--- config.mk ---
export PLATFORM = sky130hd
export DESIGN_NAME = score_board_bcd
export DESIGN_NICKNAME = d
export VERILOG_FILES = /design/src/rtl/score_board_bcd.sv
export SDC_FILE = /design/constraint.sdc
export NUM_CORES = 1
export LEC_CHECK = 0
export CAP_MARGIN = 20
export CORE_MARGIN = 2
export CORE_UTILIZATION = 54
export CTS_BUF_LIST = sky130_fd_sc_hd__clkbuf_4 sky130_fd_sc_hd__clkbuf_8
export DETAILED_ROUTE_END_ITERATION = 6
export PLACE_DENSITY = 0.88
export SYNTH_ARGS = -nofsm -noshare
export SYNTH_HDL_FRONTEND = slang
export SYNTH_SLANG_ARGS = --single-unit
--- constraint.sdc ---
create_clock -name clk -period 2.52 [get_ports clk]
set_input_delay 0.63 -clock clk [delete_from_list [all_inputs] [get_ports clk]]
set_output_delay 0.63 -clock clk [all_outputs]
set_load 0.005 [all_outputs]
--- src/rtl/score_board_bcd.sv ---
// score_board_bcd: two-player BCD goal counter with optional win detection.
//   clk       : single clock, all state changes on the rising edge
//   rst       : asynchronous active-low reset
//   enable    : 1 = play, 0 = clear scores and return to IDLE at the next edge
//   goal0/1   : goal levels; each rising edge is one point
//   score0/1  : BCD scores, least-significant digit at [3:0]
//   winner    : 00 none, 01 player 0, 10 player 1, 11 tie
//   game_over : high while in WIN
//   win_pulse : one-cycle strobe on entry to WIN

// One BCD digit of a ripple incrementer.
module bcd_digit_inc (
  input  logic [3:0] d,
  input  logic       cin,
  output logic [3:0] q,
  output logic       cout
);
  assign cout = cin & (d == 4'd9);
  assign q    = !cin ? d : ((d == 4'd9) ? 4'd0 : d + 4'd1);
endmodule

// Multi-digit BCD incrementer that saturates at all nines.
module bcd_inc #(
  parameter int DIGITS = 2
) (
  input  logic [4*DIGITS-1:0] val,
  input  logic                inc,
  output logic [4*DIGITS-1:0] nxt
);
  logic [DIGITS:0]     carry;
  logic [4*DIGITS-1:0] rip;

  assign carry[0] = inc;

  for (genvar g = 0; g < DIGITS; g++) begin : g_dig
    bcd_digit_inc u_dig (
      .d   (val[4*g +: 4]),
      .cin (carry[g]),
      .q   (rip[4*g +: 4]),
      .cout(carry[g+1])
    );
  end

  // A carry out of the top digit means every digit was 9: hold instead of wrapping.
  assign nxt = carry[DIGITS] ? val : rip;
endmodule

module score_board_bcd #(
  parameter int                  DIGITS     = 2,
  parameter logic [4*DIGITS-1:0] WIN_BCD    = (4*DIGITS)'(7),
  parameter int                  WIN_ENABLE = 1
) (
  input  logic                clk,
  input  logic                rst,
  input  logic                enable,
  input  logic                goal0,
  input  logic                goal1,
  output logic [4*DIGITS-1:0] score0,
  output logic [4*DIGITS-1:0] score1,
  output logic [1:0]          winner,
  output logic                game_over,
  output logic                win_pulse
);
  typedef enum logic [1:0] {IDLE, PLAY, WIN} state_t;

  state_t              state, state_nxt;
  logic                goal0_d, goal1_d;
  logic                ev0, ev1, hit0, hit1;
  logic [4*DIGITS-1:0] inc0, inc1;
  logic [4*DIGITS-1:0] score0_nxt, score1_nxt;
  logic [1:0]          winner_nxt;
  logic                pulse_nxt;

  // goal_d resets high so a goal already asserted at reset release is not a point.
  assign ev0 = goal0 & ~goal0_d;
  assign ev1 = goal1 & ~goal1_d;

  bcd_inc #(.DIGITS(DIGITS)) u_inc0 (.val(score0), .inc(ev0), .nxt(inc0));
  bcd_inc #(.DIGITS(DIGITS)) u_inc1 (.val(score1), .inc(ev1), .nxt(inc1));

  // Win only on a fresh point whose post-increment value hits the target.
  assign hit0 = (WIN_ENABLE != 0) && ev0 && (inc0 == WIN_BCD);
  assign hit1 = (WIN_ENABLE != 0) && ev1 && (inc1 == WIN_BCD);

  assign game_over = (state == WIN);

  always_ff @(posedge clk or negedge rst) begin
    if (!rst) begin
      state     <= IDLE;
      goal0_d   <= 1'b1;
      goal1_d   <= 1'b1;
      score0    <= '0;
      score1    <= '0;
      winner    <= 2'b00;
      win_pulse <= 1'b0;
    end else begin
      state     <= state_nxt;
      goal0_d   <= goal0;
      goal1_d   <= goal1;
      score0    <= score0_nxt;
      score1    <= score1_nxt;
      winner    <= winner_nxt;
      win_pulse <= pulse_nxt;
    end
  end

  always_comb begin
    state_nxt  = state;
    score0_nxt = score0;
    score1_nxt = score1;
    winner_nxt = winner;
    pulse_nxt  = 1'b0;
    if (!enable) begin
      // Clear has priority over any point event in the same cycle.
      state_nxt  = IDLE;
      score0_nxt = '0;
      score1_nxt = '0;
      winner_nxt = 2'b00;
    end else begin
      case (state)
        IDLE: state_nxt = PLAY;
        PLAY: begin
          score0_nxt = inc0;
          score1_nxt = inc1;
          if (hit0 || hit1) begin
            state_nxt  = WIN;
            winner_nxt = {hit1, hit0};
            pulse_nxt  = 1'b1;
          end
        end
        WIN:     ;
        default: state_nxt = IDLE;
      endcase
    end
  end
endmodule

* After elaboration in Yosys (flattened, before gate mapping)
Index checks and enable logic that the tools add are counted.
Operators by class: bitwise operators 8, reductions and logical operators 6, multiplexer cells 23, add/sub/neg operators 4, equality and inequality tests 12
Operator list (number):
- two-way mux 8 bit | 6
- two-way mux 4 bit | 8
- adder 4 x 1 -> 4 bit, second input constant | 4
- == test 4 bit, second input constant | 4
- == test 8 x 3 -> 1 bit, second input constant | 2
- two-way mux 2 bit | 5
- bitwise AND 1 bit | 6
- one-hot mux 2 bit (3 select lines) | 1
- inequality test 2 x 1 -> 1 bit, second input constant | 2
- AND reduction 2 bit | 2
- two-way mux 1 bit | 3
- inequality test 3 bit, second input constant | 1
- == test 2 x 1 -> 1 bit, second input constant | 1
- == test 2 bit, second input constant | 1
- logical AND 1 bit | 2
- logical NOT 2 bit | 1
- inequality test 2 bit, second input constant | 1
- inverter 1 bit | 2
- logical OR 1 bit | 1
Storage, ports and cells: register bits 23, output and inout port bits 20, input bits 5, word-level logic and storage cells 60

* Logic depth before layout (Yosys ltp)
depth in word-level cells 11, depth in mapped cells 7

* Hierarchy
From an unflattened synthesis, not the netlist that was laid out.
Unflattened totals: cell total of the unflattened synthesis 139, area, all modules 1580.3 um^2
Modules (own cells, without submodules):
- score_board_bcd | times used 1, cells each 69, area an instance 947.2 um^2
- bcd_digit_inc | times used 4, cells each 13, area an instance 92.6 um^2
- bcd_inc | times used 2, cells each 9, area an instance 131.4 um^2

* Least setup slack after synthesis
No wires, ideal clock.
kind reg2reg, start point register score0[1], end point register state[0], required time 2387 ps, period minus slack after synthesis 1913 ps, slack 607 ps, arrival 1780 ps, cell stages (with the launch flop) 8, library setup time 133 ps, cells stage by stage dfrtp_1 -> inv_1 -> ha_1 -> and3b_4 -> or3_1 -> a311o_1 -> o32ai_2 -> a211oi_1
Between the ends: longest elaborated chain between the ends 9
Ends and longest elaborated chain:
- from (decl) | line 58 | output logic [4*DIGITS-1:0] score0,
- from (signal assigned) | line 100 | score0 <= score0_nxt;
- adder 4 x 1 -> 4 bit / == test 4 bit (equally long branches) | line 19, 18
- two-way mux 4 bit / bitwise AND 1 bit (equally long branches) (2 in a row) | line 19, 18
- two-way mux 8 bit (*) | line 45 | assign nxt = carry[DIGITS] ? val : rip;
- == test 8 x 3 -> 1 bit (*) | line 82 | assign hit0 = (WIN_ENABLE != 0) && ev0 && (inc0 == WIN_BCD);
- logical AND 1 bit (*) | line 82
- logical OR 1 bit (*) | line 125 | if (hit0 || hit1) begin
- inequality test 3 bit (no source line) (*)
- AND reduction 2 bit (no source line) (*)
- to (signal assigned) | line 97 | state <= state_nxt;
- to (decl) | line 66 | state_t state, state_nxt;
Every way passes the cells marked *; elsewhere a longest branch is shown, timed or not. A chain may end at the register's enable or synchronous reset.

* Worst setup path after layout
start point register score1[0], end point register win_pulse
Between the ends: longest elaborated chain between the ends 10
Ends and longest elaborated chain:
- from (decl) | line 59 | output logic [4*DIGITS-1:0] score1,
- from (signal assigned) | line 101 | score1 <= score1_nxt;
- adder 4 x 1 -> 4 bit / == test 4 bit (equally long branches) | line 19, 18
- two-way mux 4 bit / bitwise AND 1 bit (equally long branches) (2 in a row) | line 19, 18
- two-way mux 8 bit (*) | line 45
- == test 8 x 3 -> 1 bit (*) | line 83 | assign hit1 = (WIN_ENABLE != 0) && ev1 && (inc1 == WIN_BCD);
- logical AND 1 bit (*) | line 83
- logical OR 1 bit (*) | line 125
- two-way mux 1 bit (*) | line 125
- two-way mux 1 bit (*) | line 120 | case (state)
- two-way mux 1 bit (*) | line 113 | if (!enable) begin
- named net pulse_nxt | line 72 | logic pulse_nxt;
- to (signal assigned) | line 103 | win_pulse <= pulse_nxt;
- to (decl) | line 62 | output logic win_pulse
The timed path passes the listed nets; every way through them passes the cells marked *.

==> summary.md <==
| Metric | Value |
|---|---|
| Status | finished, final reports clean |
| Post-DP HPWL | 2373 um |
| Number of DRC markers in iteration 0 | 26 |
| Peak Freq | 0.4762 GHz |
| Worst Reg2Reg Path Length in Cells | 6 |
| Net Sw Frac | 25.50% |
| R2r endpoint | win_pulse |
| Avg Inst Size Synth | 9.261 um^2 |
| Routability-driven placement congestion ratio | 0.9140 |
| Number of routed nets with antenna violations | 0 |
| Endpoint class of the critical path | flip-flop |
| Antenna violations before repair | 0 |
| Area growth, synth to finish | 22.58% |
| Vias per cell | 6.024 |
| Critical path's slowest cell | dfrtp_1 |
| Routed WL | 3251 um |
| Dominant cells by area after synthesis | dfrtp_1 37%, nor2_1 5.6%, dfstp_2 3.7%, ha_1 3.6%, nand2_1 3.2% |
| Final min period | 2.100 ns |
| Max VDD drop | 0.0002834 V |
| Initial Utilization | 56.82% |
| Compound-Gate Fraction of Synth Area | 16.98% |
| Setup violators final | 0 |
| CP arrival | 2.33 ns |
| Worst path max stage delay | 0.48 ns |
| CTS root buffer | clkbuf_4 |
| Die width | 55.06 um |
| WHS Path Cells | 2 |
| Crit Path Max Fanout | 7 |
| Post-Route Utilization | 69.65% |
| Post-CTS Resized | 0 |
| Hold Path Origin | winner[1] |
| Number of synthesized register bits | 23 |
| PnR Total Power | 0.0006459 W |
| Seq pwr share | 60.1% |
| Setup slack, reg-to-reg | 0.42 ns |
| Actual slew at the worst max-slew pin | 0.4158 ns |
| Via count | 1,265 |
| Number of buffers created by CTS | 3 |
| Xor/xnor share of the synthesized area | 2.489% |
| Max-cap violations | 0 |
| Synthesized net count | 161 |
| GRT Overall Usage | 24.26% |
| Buffers on Ports | 24 |
| Setup TNS | 0 ns |
| WL per Instance | 15.48 um |
| Largest net degree at the start of global routing | 24 |
| Pwr dens | 374.4 nW/um^2 |
| Clock sink count | 23 |
| RSZ-0062 raised after global routing | false |
| Cell Rows | 18 |
| Hold slack | 0.5426 ns |
| Clock share of power | 28.6% |
| Total grt overflow | 0 |
| Non-Filler Instances | 210 |
| Top Ports | 25 |
| Core Footprint | 2477 um^2 |
| Number of remaining DRC errors | 0 |
| CP Class | flip-flop to flip-flop |
| Area share of and/or/nand/nor cells after synthesis | 31.11% |
| Largest family of logic cells by synthesized area | simple AND/OR/NAND/NOR gates |
| Synth cell types | 48 |
| Worst Clk Skew | 0.002611 ns |
| Yosys top cell area share | 37.33% |
| Multiplexer area fraction after synthesis | 2.844% |
| Crit path max-delay family | simple AND/OR/NAND/NOR gates |
| Top_reg_cell synth | dfrtp_1 |
| Vias in the first global route | 1,186 |
| Chip Height | 55.06 um |
| Hold EP | winner[1] |
| Filler cells | 209 |
| Pre-antenna DRT Iters | 4 |
| Hold Crit Class | flip-flop to flip-flop |
| Cells along the critical path | ha_1, nand3b_1, nor3_1, o2111ai_1, or3_1, a211oi_2 |
| Final period util | 83.34% |
| Comb power frac | 11.4% |
| Int Power | 0.0004812 W |
| Req. time, crit path | 2.75 ns |
| CTS tree | done |
| Syn Std Cell Area | 1408 um^2 |
| Inserted Diodes | 0 |
| Slew margin rel. | 72.03% |
| NetSw | 0.0001647 W |
| Sequential area share after synthesis | 41.07% |
| Worst skew pair latency | 0.31 ns |
| Max-slew violations | 0 |
| Leak | 0.6851 nW |
| Critical R2R Launch | score1[0] |
| Adder-cell area share of the yosys netlist | 3.556% |
| Hold Vio Cnt, Final | 0 |
| Crit path launch type | flip-flop |
| Nets | 190 |
| Leading area contributor after synthesis | dfrtp_1 |
| Cells after synthesis | 152 |
| Synth warnings | 0 |
| Htree depth | 1 |
| Die area | 3031 um^2 |
| EDFF count, synth | 0 |
| Post-synth ARST share | 100.0% |
| CTS Buffer Depth | 2 |
| Worst-path clk slew | 0.13 ns |
| Buffer count from post-CTS setup fixing | 0 |
| Placed Instances | 206 |
| Hold_buf cts | 0 |
| Share of layout cells above drive strength 1 | 8.889% |
| Worst Path Buf+Inv | 0 |
| First-pass GRT wire length | 5230 um |
[per-stage QoR]
stage	worst slack, ns	area (um^2)
floorplan	0.6072	1408
global placement	0.1555	1695
detailed placement	0.1080	1695
CTS	0.4055	1725
global route	0.2485	1725
finish	0.4200	1725
[worst reg2reg max path, cell delays in order, from the launching register on]
cell       delay, ns
dfrtp_1         0.48
ha_1            0.28
nand3b_1        0.18
nor3_1          0.21
o2111ai_1       0.24
or3_1           0.44
a211oi_2        0.20
[flip-flops by register name, indices dropped and copies added, names as in the netlist]
| signal | count |
|---|---|
| score1 | 8 |
| score0 | 8 |
| win_pulse | 1 |
| state | 2 |
| winner | 2 |
| goal0_d | 1 |
| goal1_d | 1 |
[cell families after synthesis]
| kind of cell | count (synthesis) |
|---|---|
| XOR/XNOR | 4 |
| AND/OR/NAND/NOR | 79 |
| multiplexers | 4 |
| adder cells (fa/ha/maj) | 4 |
| AO/OA/AOI/OAI | 31 |
| buffers and inverters | 7 |
| flip-flops | 23 |
[worst max-delay path by stage]
stage / start / to / slack, ns / depth (start not counted)
finish: score1[0] / win_pulse / 0.42 / 6
global route: score1[1] / winner[0] / 0.25 / 7
CTS: state[1] / game_over / 0.41 / 2
detailed placement: goal1 / state[1] / 0.11 / 6
global placement: goal1 / state[1] / 0.16 / 6
floorplan: score0[1] / state[0] / 0.61 / 7
[power groups by stage]
stage | registers, W | clock network, W | logic, W
6_report | 0.000388 | 0.000185 | 0.0000733
5_1_grt | 0.000390 | 0.000205 | 0.0000826
4_1_cts | 0.000388 | 0.000189 | 0.0000737
3_5_place_dp | 0.000394 | 0 | 0.0000735
3_3_place_gp | 0.000394 | 0 | 0.0000709
2_1_floorplan | 0.000392 | 0 | 0.0000375
[placed cells by master, fill, tap and decap left out, types with 3 or more instances in the layout]
cell type	count
nor3_1	5
nand3_1	8
nor2_1	21
inv_1	3
nand4_1	3
nor2b_1	5
ha_1	4
o21ai_0	4
nand2b_1	3
clkdlybuf4s50_1	24
buf_4	3
dfrtp_1	21
clkbuf_4	4
mux2i_1	4
a211oi_1	4
xor2_1	4
a21oi_1	7
or3_1	3
nand2_1	12
[synthesized netlist by cell type, types with 2 or more instances]
cell / n
nand3_1: 8
ha_1: 4
nor2b_1: 5
a21oi_1: 7
nand2_1: 12
or3_1: 3
dfstp_2: 2
inv_1: 3
and2_1: 2
o21ai_0: 4
and3_1: 2
a211oi_1: 4
mux2i_1: 4
o2bb2ai_1: 2
nand3b_1: 2
clkbuf_1: 2
nor4_1: 2
a22oi_1: 2
dfrtp_1: 21
nor2_1: 21
nand4_1: 3
nand2b_1: 3
xor2_1: 4
a211o_1: 2
nor3_1: 5
[per-layer routing]
layer	global-route usage [%]	part of all wire [%]	up-vias
met3	3.763	3.8	4
met1	29.83	44	607
li1	-	-	614
met4	12.20	1.3	0
met5	0	0	-
met2	41.07	51	40
[area by class of cell]
type                       count  area (um^2)  share of cell area, %
clock buffer                   4        30.03                  1.740
inverter                       4        15.01                 0.8702
multi-input combinational    122        802.0                  46.48
sequential                    23        578.1                  33.50
tap                           30        37.54                  2.175
timing repair buffer          27        262.8                  15.23
Note: power is estimated with default switching activity, not from simulation.
